File: src/rtl/vga_token_buffer_pkg.sv
// Shared symbol codes and FSM state encoding for the VGA token buffer.
package vga_token_pkg;

  localparam logic [3:0] CODE_MINUS = 4'hB;
  localparam logic [3:0] CODE_EQ    = 4'hE;
  localparam logic [3:0] CODE_CLR   = 4'hF;

  typedef enum logic [2:0] {
    ST_IDLE,
    ST_EQ,
    ST_SIGN,
    ST_DIV,
    ST_EMIT
  } state_t;

endpackage

File: src/rtl/vga_token_buffer_if.sv
// Symbol and answer input channels of the token buffer.
interface vga_token_buffer_if #(
  parameter int ANS_W = 32
);
  // valid/ready: a word transfers on the clk edge where valid and ready are both high;
  // the master holds valid and data steady until that edge.
  logic [3:0]       sym_data;
  logic             sym_valid;
  logic             sym_ready;
  logic [ANS_W-1:0] ans_data;
  logic             ans_valid;
  logic             ans_ready;

  modport master (
    output sym_data, sym_valid, ans_data, ans_valid,
    input  sym_ready, ans_ready
  );

  modport slave (
    input  sym_data, sym_valid, ans_data, ans_valid,
    output sym_ready, ans_ready
  );
endinterface

File: src/rtl/vga_token_buffer_div10.sv
// Combinational divide-by-ten step used to peel decimal digits off the answer.
module div10 #(
  parameter int ANS_W = 32
) (
  input  logic [ANS_W-1:0] dividend,
  output logic [ANS_W-1:0] quotient,
  output logic [3:0]       remainder
);

  assign quotient  = dividend / ANS_W'(10);
  assign remainder = 4'(dividend - quotient * ANS_W'(10));

endmodule

File: src/rtl/vga_token_buffer.sv
// Display token buffer: appends keyed symbols and renders signed answers as E, [B], decimal digits.
module vga_token_buffer
  import vga_token_pkg::*;
#(
  parameter int MAX_TOKENS = 200,
  parameter int ANS_W      = 32,
  parameter int DIGITS     = 10
) (
  input  logic                            clk,
  input  logic                            rst,
  vga_token_buffer_if.slave               bus,
  output logic [4*MAX_TOKENS-1:0]         token_to_vga,
  output logic [$clog2(MAX_TOKENS+1)-1:0] token_count,
  output logic                            busy,
  output logic                            overflow,
  output state_t                          fsm_state
);

  localparam int CNT_W = $clog2(MAX_TOKENS + 1);
  localparam int SP_W  = $clog2(DIGITS + 1);

  state_t           state;
  logic [ANS_W-1:0] value;
  logic [3:0]       stack [DIGITS];
  logic [SP_W-1:0]  sp;
  logic [SP_W-1:0]  top_idx;
  logic [ANS_W-1:0] quot;
  logic [3:0]       rem;
  logic             wr_en;
  logic [3:0]       wr_code;
  logic             full;

  div10 #(.ANS_W(ANS_W)) u_div10 (
    .dividend  (value),
    .quotient  (quot),
    .remainder (rem)
  );

  assign bus.sym_ready = (state == ST_IDLE);
  assign bus.ans_ready = (state == ST_IDLE) && !bus.sym_valid;
  assign fsm_state     = state;
  assign top_idx       = sp - SP_W'(1);
  assign full          = (token_count == CNT_W'(MAX_TOKENS));

  // One slot write per cycle at most; the FSM decides what, the buffer decides whether it fits.
  always_comb begin
    wr_en   = 1'b0;
    wr_code = '0;
    case (state)
      ST_IDLE: begin
        if (bus.sym_valid && (bus.sym_data != CODE_CLR)) begin
          wr_en   = 1'b1;
          wr_code = bus.sym_data;
        end
      end
      ST_EQ: begin
        wr_en   = 1'b1;
        wr_code = CODE_EQ;
      end
      ST_SIGN: begin
        wr_en   = 1'b1;
        wr_code = CODE_MINUS;
      end
      ST_EMIT: begin
        wr_en   = 1'b1;
        wr_code = stack[top_idx];
      end
      default: ;
    endcase
  end

  always_ff @(posedge clk) begin
    if (rst) begin
      state        <= ST_IDLE;
      token_to_vga <= '0;
      token_count  <= '0;
      busy         <= 1'b0;
      overflow     <= 1'b0;
      sp           <= '0;
      value        <= '0;
    end else begin
      if (wr_en) begin
        if (full) begin
          overflow <= 1'b1;
        end else begin
          for (int k = 0; k < MAX_TOKENS; k++) begin
            if (CNT_W'(k) == token_count) token_to_vga[4*k +: 4] <= wr_code;
          end
          token_count <= token_count + CNT_W'(1);
        end
      end

      case (state)
        ST_IDLE: begin
          if (bus.sym_valid) begin
            if (bus.sym_data == CODE_CLR) begin
              token_to_vga <= '0;
              token_count  <= '0;
              overflow     <= 1'b0;
            end
          end else if (bus.ans_valid) begin
            value <= bus.ans_data;
            busy  <= 1'b1;
            sp    <= '0;
            state <= ST_EQ;
          end
        end
        ST_EQ: begin
          state <= value[ANS_W-1] ? ST_SIGN : ST_DIV;
        end
        ST_SIGN: begin
          // Two's-complement negate; the most negative value maps onto its unsigned magnitude.
          value <= -value;
          state <= ST_DIV;
        end
        ST_DIV: begin
          stack[sp] <= rem;
          sp        <= sp + SP_W'(1);
          value     <= quot;
          if (quot == '0) state <= ST_EMIT;
        end
        ST_EMIT: begin
          sp <= top_idx;
          if (sp == SP_W'(1)) begin
            state <= ST_IDLE;
            busy  <= 1'b0;
          end
        end
        default: state <= ST_IDLE;
      endcase
    end
  end

endmodule

File: src/flat_wrapper.sv
// flat-port wrapper written by rule: the top's interface ports become plain ports
module vga_token_buffer_flat import vga_token_pkg::*;
#(
  parameter int MAX_TOKENS = 200,
  parameter int ANS_W      = 32,
  parameter int DIGITS     = 10
)
  (clk, rst, token_to_vga, token_count, busy, overflow, fsm_state, bus_sym_data, bus_sym_valid, bus_ans_data, bus_ans_valid, bus_sym_ready, bus_ans_ready);
  vga_token_buffer_if #(.ANS_W(ANS_W)) bus_i ();
  input  logic clk;
  input  logic rst;
  output logic [4*MAX_TOKENS-1:0] token_to_vga;
  output logic [$clog2(MAX_TOKENS+1)-1:0] token_count;
  output logic busy;
  output logic overflow;
  output state_t fsm_state;
  input wire logic [$bits(bus_i.sym_data)-1:0] bus_sym_data;
  input wire logic [$bits(bus_i.sym_valid)-1:0] bus_sym_valid;
  input wire logic [$bits(bus_i.ans_data)-1:0] bus_ans_data;
  input wire logic [$bits(bus_i.ans_valid)-1:0] bus_ans_valid;
  output wire logic [$bits(bus_i.sym_ready)-1:0] bus_sym_ready;
  output wire logic [$bits(bus_i.ans_ready)-1:0] bus_ans_ready;
  assign bus_i.sym_data = bus_sym_data;
  assign bus_i.sym_valid = bus_sym_valid;
  assign bus_i.ans_data = bus_ans_data;
  assign bus_i.ans_valid = bus_ans_valid;
  assign bus_sym_ready = bus_i.sym_ready;
  assign bus_ans_ready = bus_i.ans_ready;
  vga_token_buffer #(.MAX_TOKENS(MAX_TOKENS), .ANS_W(ANS_W), .DIGITS(DIGITS)) u_core (.clk(clk), .rst(rst), .bus(bus_i), .token_to_vga(token_to_vga), .token_count(token_count), .busy(busy), .overflow(overflow), .fsm_state(fsm_state));
endmodule
File: config.mk
export PLATFORM = sky130hd
export DESIGN_NAME = vga_token_buffer_flat
export DESIGN_NICKNAME = d
export VERILOG_FILES = /design/src/rtl/vga_token_buffer_pkg.sv /design/src/rtl/vga_token_buffer_if.sv /design/src/rtl/vga_token_buffer_div10.sv /design/src/rtl/vga_token_buffer.sv /design/src/flat_wrapper.sv
export SDC_FILE = /design/constraint.sdc
export NUM_CORES = 2
export LEC_CHECK = 0
export ABC_AREA = 0
export CORE_ASPECT_RATIO = 0.8
export CORE_MARGIN = 5
export CORE_UTILIZATION = 40
export CTS_BUF_LIST = sky130_fd_sc_hd__clkbuf_8
export DETAILED_ROUTE_END_ITERATION = 16
export GPL_TIMING_DRIVEN = 1
export PLACE_DENSITY = 0.64
export REMOVE_ABC_BUFFERS = 1
export SKIP_LAST_GASP = 1
export SLEW_MARGIN = 20
export SYNTH_ARGS = -nofsm -noshare
export SYNTH_HDL_FRONTEND = slang
export SYNTH_SLANG_ARGS = --single-unit
export TNS_END_PERCENT = 20
File: constraint.sdc
create_clock -name clk -period 19.4 [get_ports clk]
set_clock_uncertainty 0.1 [all_clocks]
set_input_delay 3.88 -clock clk [delete_from_list [all_inputs] [get_ports clk]]
set_output_delay 3.88 -clock clk [all_outputs]
set_load 0.02 [all_outputs]
Word level (Yosys, flattened, before mapping) --
Memories as Yosys holds them, arrays and structs flattened. Index checks and enable logic that the tools add are counted.
Storage, ports and cells: register bits 849, bits in latches 0, RAM bits 40, ROM bits 0, input port bits 40, output and inout bits 815, word-level logic and storage cells 478, memories 1
Cells by class: $add $sub $neg 5, multiply operators 1, div/mod/pow operators 1, $lt $le $gt $ge 0, equality and inequality tests 211, shifts and indexed selects 0, multiplexer cells 238, bitwise operators 0, reduce and logical (&&, ||, !) cells 14
Memory list:
- u_core.stack | words 10, bits a word 4, read ports 1, clocked after memory_dff 0, wr ports 1, line vga_token_buffer.sv:24 | logic [3:0] stack [DIGITS];
Operators with widths (count):
- $mux 800 | 5
- $mux 4 | 203
- $eq 8x8->1 const A | 72
- $eq 7x8->1 const A | 64
- $eq 6x8->1 const A | 32
- $eq 5x8->1 const A | 16
- $pmux 32 s3 | 1
- $eq 4x8->1 const A | 8
- $mux 32 | 2
- $mux 8 | 5
- $div 32x4->32 const B | 1
- $eq 3x8->1 const A | 4
- $logic_not 32->1 | 1
- $mul 32x3->3 const B | 1
- $neg 32->32 | 1
- $eq 2x8->1 const A | 2
- $pmux 4 s4 | 1
- $pmux 3 s5 | 1
- $mux 1 | 13
- $mux 3 | 4
- $pmux 4 s3 | 1
- $add 8x1->8 const B | 1
- $eq 1x8->1 const A | 1
- $eq 8x8->1 const B | 1
- other kinds (21) | 29

Longest topological paths before layout --
word-level depth 10, depth in mapped cells 58, depth with buffers taken out 48

Modules after synthesis --
Synthesis repeated with hierarchy kept, for this count alone.
Unflattened totals: cell total of the unflattened synthesis 4186, area total of the unflattened synthesis 39749.4 um^2
Modules (own cells, without submodules):
- vga_token_buffer | times used 1, cells an instance 3505, area each 35287.6 um^2, sequential area each 18197.5 um^2
- div10 | times used 1, cells an instance 681, area each 4461.8 um^2, sequential area each 0.0 um^2

Worst setup path after synthesis --
No wires, ideal clock.
kind reg2reg, start point register u_core.value[27], end point memory u_core.stack[0][3] (data pin), setup time 0.255 ns, data arrival time 11.541 ns, data required time 19.045 ns, path slack 7.505 ns, cell stages (with the launch flop) 52, path buffers 6, period minus slack after synthesis 11.895 ns, cells stage by stage dfxtp_1 -> nand2b_1 -> buf_6 -> a2111oi_2 -> o21bai_2 -> nor3_2 -> a211o_1 -> or2_1 -> buf_6 -> mux2_2 -> o21bai_4 -> mux2_4 -> a31o_4 -> nor2_1 -> mux2_2 -> nor2_4 -> buf_6 -> nand2_1 -> [16 not listed] -> o211ai_4 -> xnor2_2 -> a221o_1 -> mux2i_4 -> nand3_1 -> nand2_1 -> inv_1 -> ha_1 -> nand3_1 -> inv_1 -> o21ai_0 -> o221ai_2 -> nor3_4 -> ha_1 -> inv_1 -> fa_1 -> xor2_1 -> xnor2_1
On the way: cells in the longest elaborated chain, start to end 3
Ends and longest elaborated chain:
- start: declaration | line vga_token_buffer.sv:23 | logic [ANS_W-1:0] value;
- start signal: assignment | line vga_token_buffer.sv:102 | value <= bus.ans_data;
- start signal: assignment | line vga_token_buffer.sv:113 | value <= -value;
- start signal: assignment | line vga_token_buffer.sv:119 | value <= quot;
- $div 32x4->32 | line vga_token_buffer_div10.sv:10 | assign quotient = dividend / ANS_W'(10);
- $mul 32x3->3 | line vga_token_buffer_div10.sv:11 | assign remainder = 4'(dividend - quotient * ANS_W'(10));
- $sub 4x4->4 | line vga_token_buffer_div10.sv:11
- net u_core.rem[3] | line vga_token_buffer.sv:28 | logic [3:0] rem;
- end: declaration | line vga_token_buffer.sv:24
The timed path passes the listed nets, and every way through them passes these cells.

Final worst setup path --
start point register u_core.value[30], end point memory u_core.stack[8][3] (data pin)
The elaborated chain is that of the path after synthesis.

==> metrics.txt <==
outcome finished, final reports clean; Worst Path Required 19.78 ns; Routed Antenna Nets 0; initial antenna violation count 3; period utilization 0.784; P_sw 5.06 mW; Post-CTS Resized 0; Inserted Clock Buffers 145; drt drc 0; Post-synth EDFFs 40; part of the power in registers 0.240; DRT iter0 DRCs 3,024; RSZ-0062 raised after global routing no; Total Wirelength 157 mm; Yosys reg bits 889; sequential element share of the synthesized area 0.474; Hold Buf Count CTS 0; first-pass iteration count of the detailed router 7; Tightest Pin Transition 1.19 ns; post-route design area 50,600 um2; Clock Root Buffer clkbuf_8; Avg Cell Area, Syn 8.73 um2; grt total ovfl 0; yosys warns 0; Setup-failing EPs final 0; GP Congestion 0.929; Avg Vias per Cell 5.60; IO Pins 855; Synth cell types 139; Hold Crit Class register to register; Fmax 0.0657 GHz; CP Capture Type register; Total Power 10.6 mW; clk buf depth 3; commonest cells after routing, fill and taps aside nor2_1 (1,178), clkdlybuf4s50_1 (853), dfxtp_1 (848); Starting Density 0.404; first-pass GRT wire length 228 mm; CP arrival 15.60 ns; WL/cell 24.1 um; Die X 356 um; Rows 101; Worst setup SP type register; Final Critical Period 15.21 ns; critical path's largest stage delay 0.94 ns; VDD IR-drop max 561 uV; Switching Share 0.479; Die Span Y 287 um; Top Family by Delay on Critical Path compound AO/OA/AOI/OAI gates; max-cap violations 0; # port buffers 854; Clock Latency Late Sink 0.82 ns; Int Pwr 5.50 mW; Static Leak 15.9 nW; Core Util, Final 0.532; final net count 5,153; Setup CP Type register to register; Global Route Usage Sum 0.289; core area 95,200 um2; power per cell area 209 nW/um2; slowest cell on the critical path dfxtp_1; CP Buf/Inv Count 3; clk slew on worst S/H paths 0.06 ns; final worst slack 4.19 ns; Post-CTS Setup Repair Bufs 0; Slew headroom 0.207; Comb power frac 0.599; die area 102,000 um2; # clock sinks 889; largest net degree at the start of global routing 239; share of cells above drive strength 1 0.0742; share of synthesized registers carrying an async set or reset 0; HPWL Detailed 109 mm; Layout area overhead 31.8%; clock share of power 0.161; Mapped Area 38,400 um2; most common cell after layout, fill and taps aside nor2_1; Final Max Tran Viols 0; clock tree from TritonCTS done; vias in the first global route 33.3k; cells after synthesis 4,401; Post-DP Area 47,600 um2; total number of vias 36.4k; TNS Setup 0 ns; CP max FO 29; final-report hold violation count 0; H-tree levels 4; DP Worst Slack 4.58 ns; Most used DFF post-synth dfxtp_1
[metrics by stage]
step / hold WS [ns] / cells
floorplan: 0.414 / 4051
global placement: 0.355 / 6239
detailed placement: 0.370 / 6239
CTS: 0.383 / 6501
global route: 0.399 / 6503
finish: 0.381 / 6505
[final cells by class]
class	instances	area [um2]
antenna	4	10.0
clock buffer	179	2460
clock inverter	83	566
fill	8829	44500
inverter	39	146
multi-input combinational	3123	18700
sequential	889	18200
tap	1287	1610
timing repair buffer	901	8950
[synthesized netlist by cell type (14+ instances only)]
master | instances | share of area
nand3_1 | 61 | 0.0079
nor2_1 | 1178 | 0.12
o211ai_1 | 40 | 0.0078
nand4_1 | 24 | 0.0039
nor4_1 | 21 | 0.0034
clkbuf_1 | 292 | 0.029
mux2i_1 | 20 | 0.0052
nand2b_1 | 16 | 0.0026
a21oi_1 | 124 | 0.016
dfxtp_1 | 849 | 0.44
nand2_1 | 167 | 0.016
o21ai_1 | 18 | 0.0023
xnor2_1 | 38 | 0.0087
o21ai_0 | 68 | 0.0089
or3_1 | 16 | 0.0026
a211oi_1 | 824 | 0.16
inv_1 | 28 | 0.0027
and3_1 | 14 | 0.0023
edfxtp_1 | 40 | 0.031
nor2b_1 | 14 | 0.0023
a221oi_1 | 15 | 0.0034
nor3_1 | 62 | 0.0081
buf_2 | 26 | 0.0034
[worst min-delay path: stages, from the launching register on]
cell and delay (ns):
dfxtp_1 0.33, nor2_1 0.05, nor2_1 0.07
[per-layer routing]
metal | part of all wire | track usage | vias to the layer above
li1 | - | - | 17600
met4 | 0.037 | 0.112 | 0
met5 | 0 | 0 | -
met3 | 0.084 | 0.0818 | 267
met2 | 0.45 | 0.455 | 1353
met1 | 0.43 | 0.376 | 17300
[logic make-up after synthesis]
kind of cell / count (synthesis) / synth area share
flip-flops: 889 / 0.474
adder cells (fa/ha/maj): 16 / 0.00531
buffers and inverters: 389 / 0.0422
AO/OA/AOI/OAI: 1354 / 0.270
multiplexers: 36 / 0.0126
AND/OR/NAND/NOR: 1667 / 0.184
XOR/XNOR: 50 / 0.0120
[registers in the layout, indices dropped and copies added (netlist names)]
register             cells
u_core.sp                4
u_core.fsm_state         3
u_core.value            32
u_core.token_to_vga    800
u_core.overflow          1
u_core.busy              1
u_core.token_count       8
u_core.stack            40
[power groups by stage]
stage	clock (mW)	sequential [mW]	combinational (mW)
global route	1.83	2.48	6.79
finish	1.70	2.53	6.33
detailed placement	0	2.58	6.18
floorplan	0	2.78	4.83
global placement	0	2.63	6.17
CTS	1.73	2.53	6.21
[final timing paths]
kind / slack (ns) / end / startpoint / cells past startpoint
max reg2reg: 4.19 / u_core.stack[8][3] / u_core.value[30] / 46
max: 4.19 / u_core.stack[8][3] / u_core.value[30] / 46
min: 0.38 / u_core.overflow / u_core.overflow / 2
min reg2reg: 0.38 / u_core.overflow / u_core.overflow / 2
Note: power is estimated with default switching activity, not from simulation.
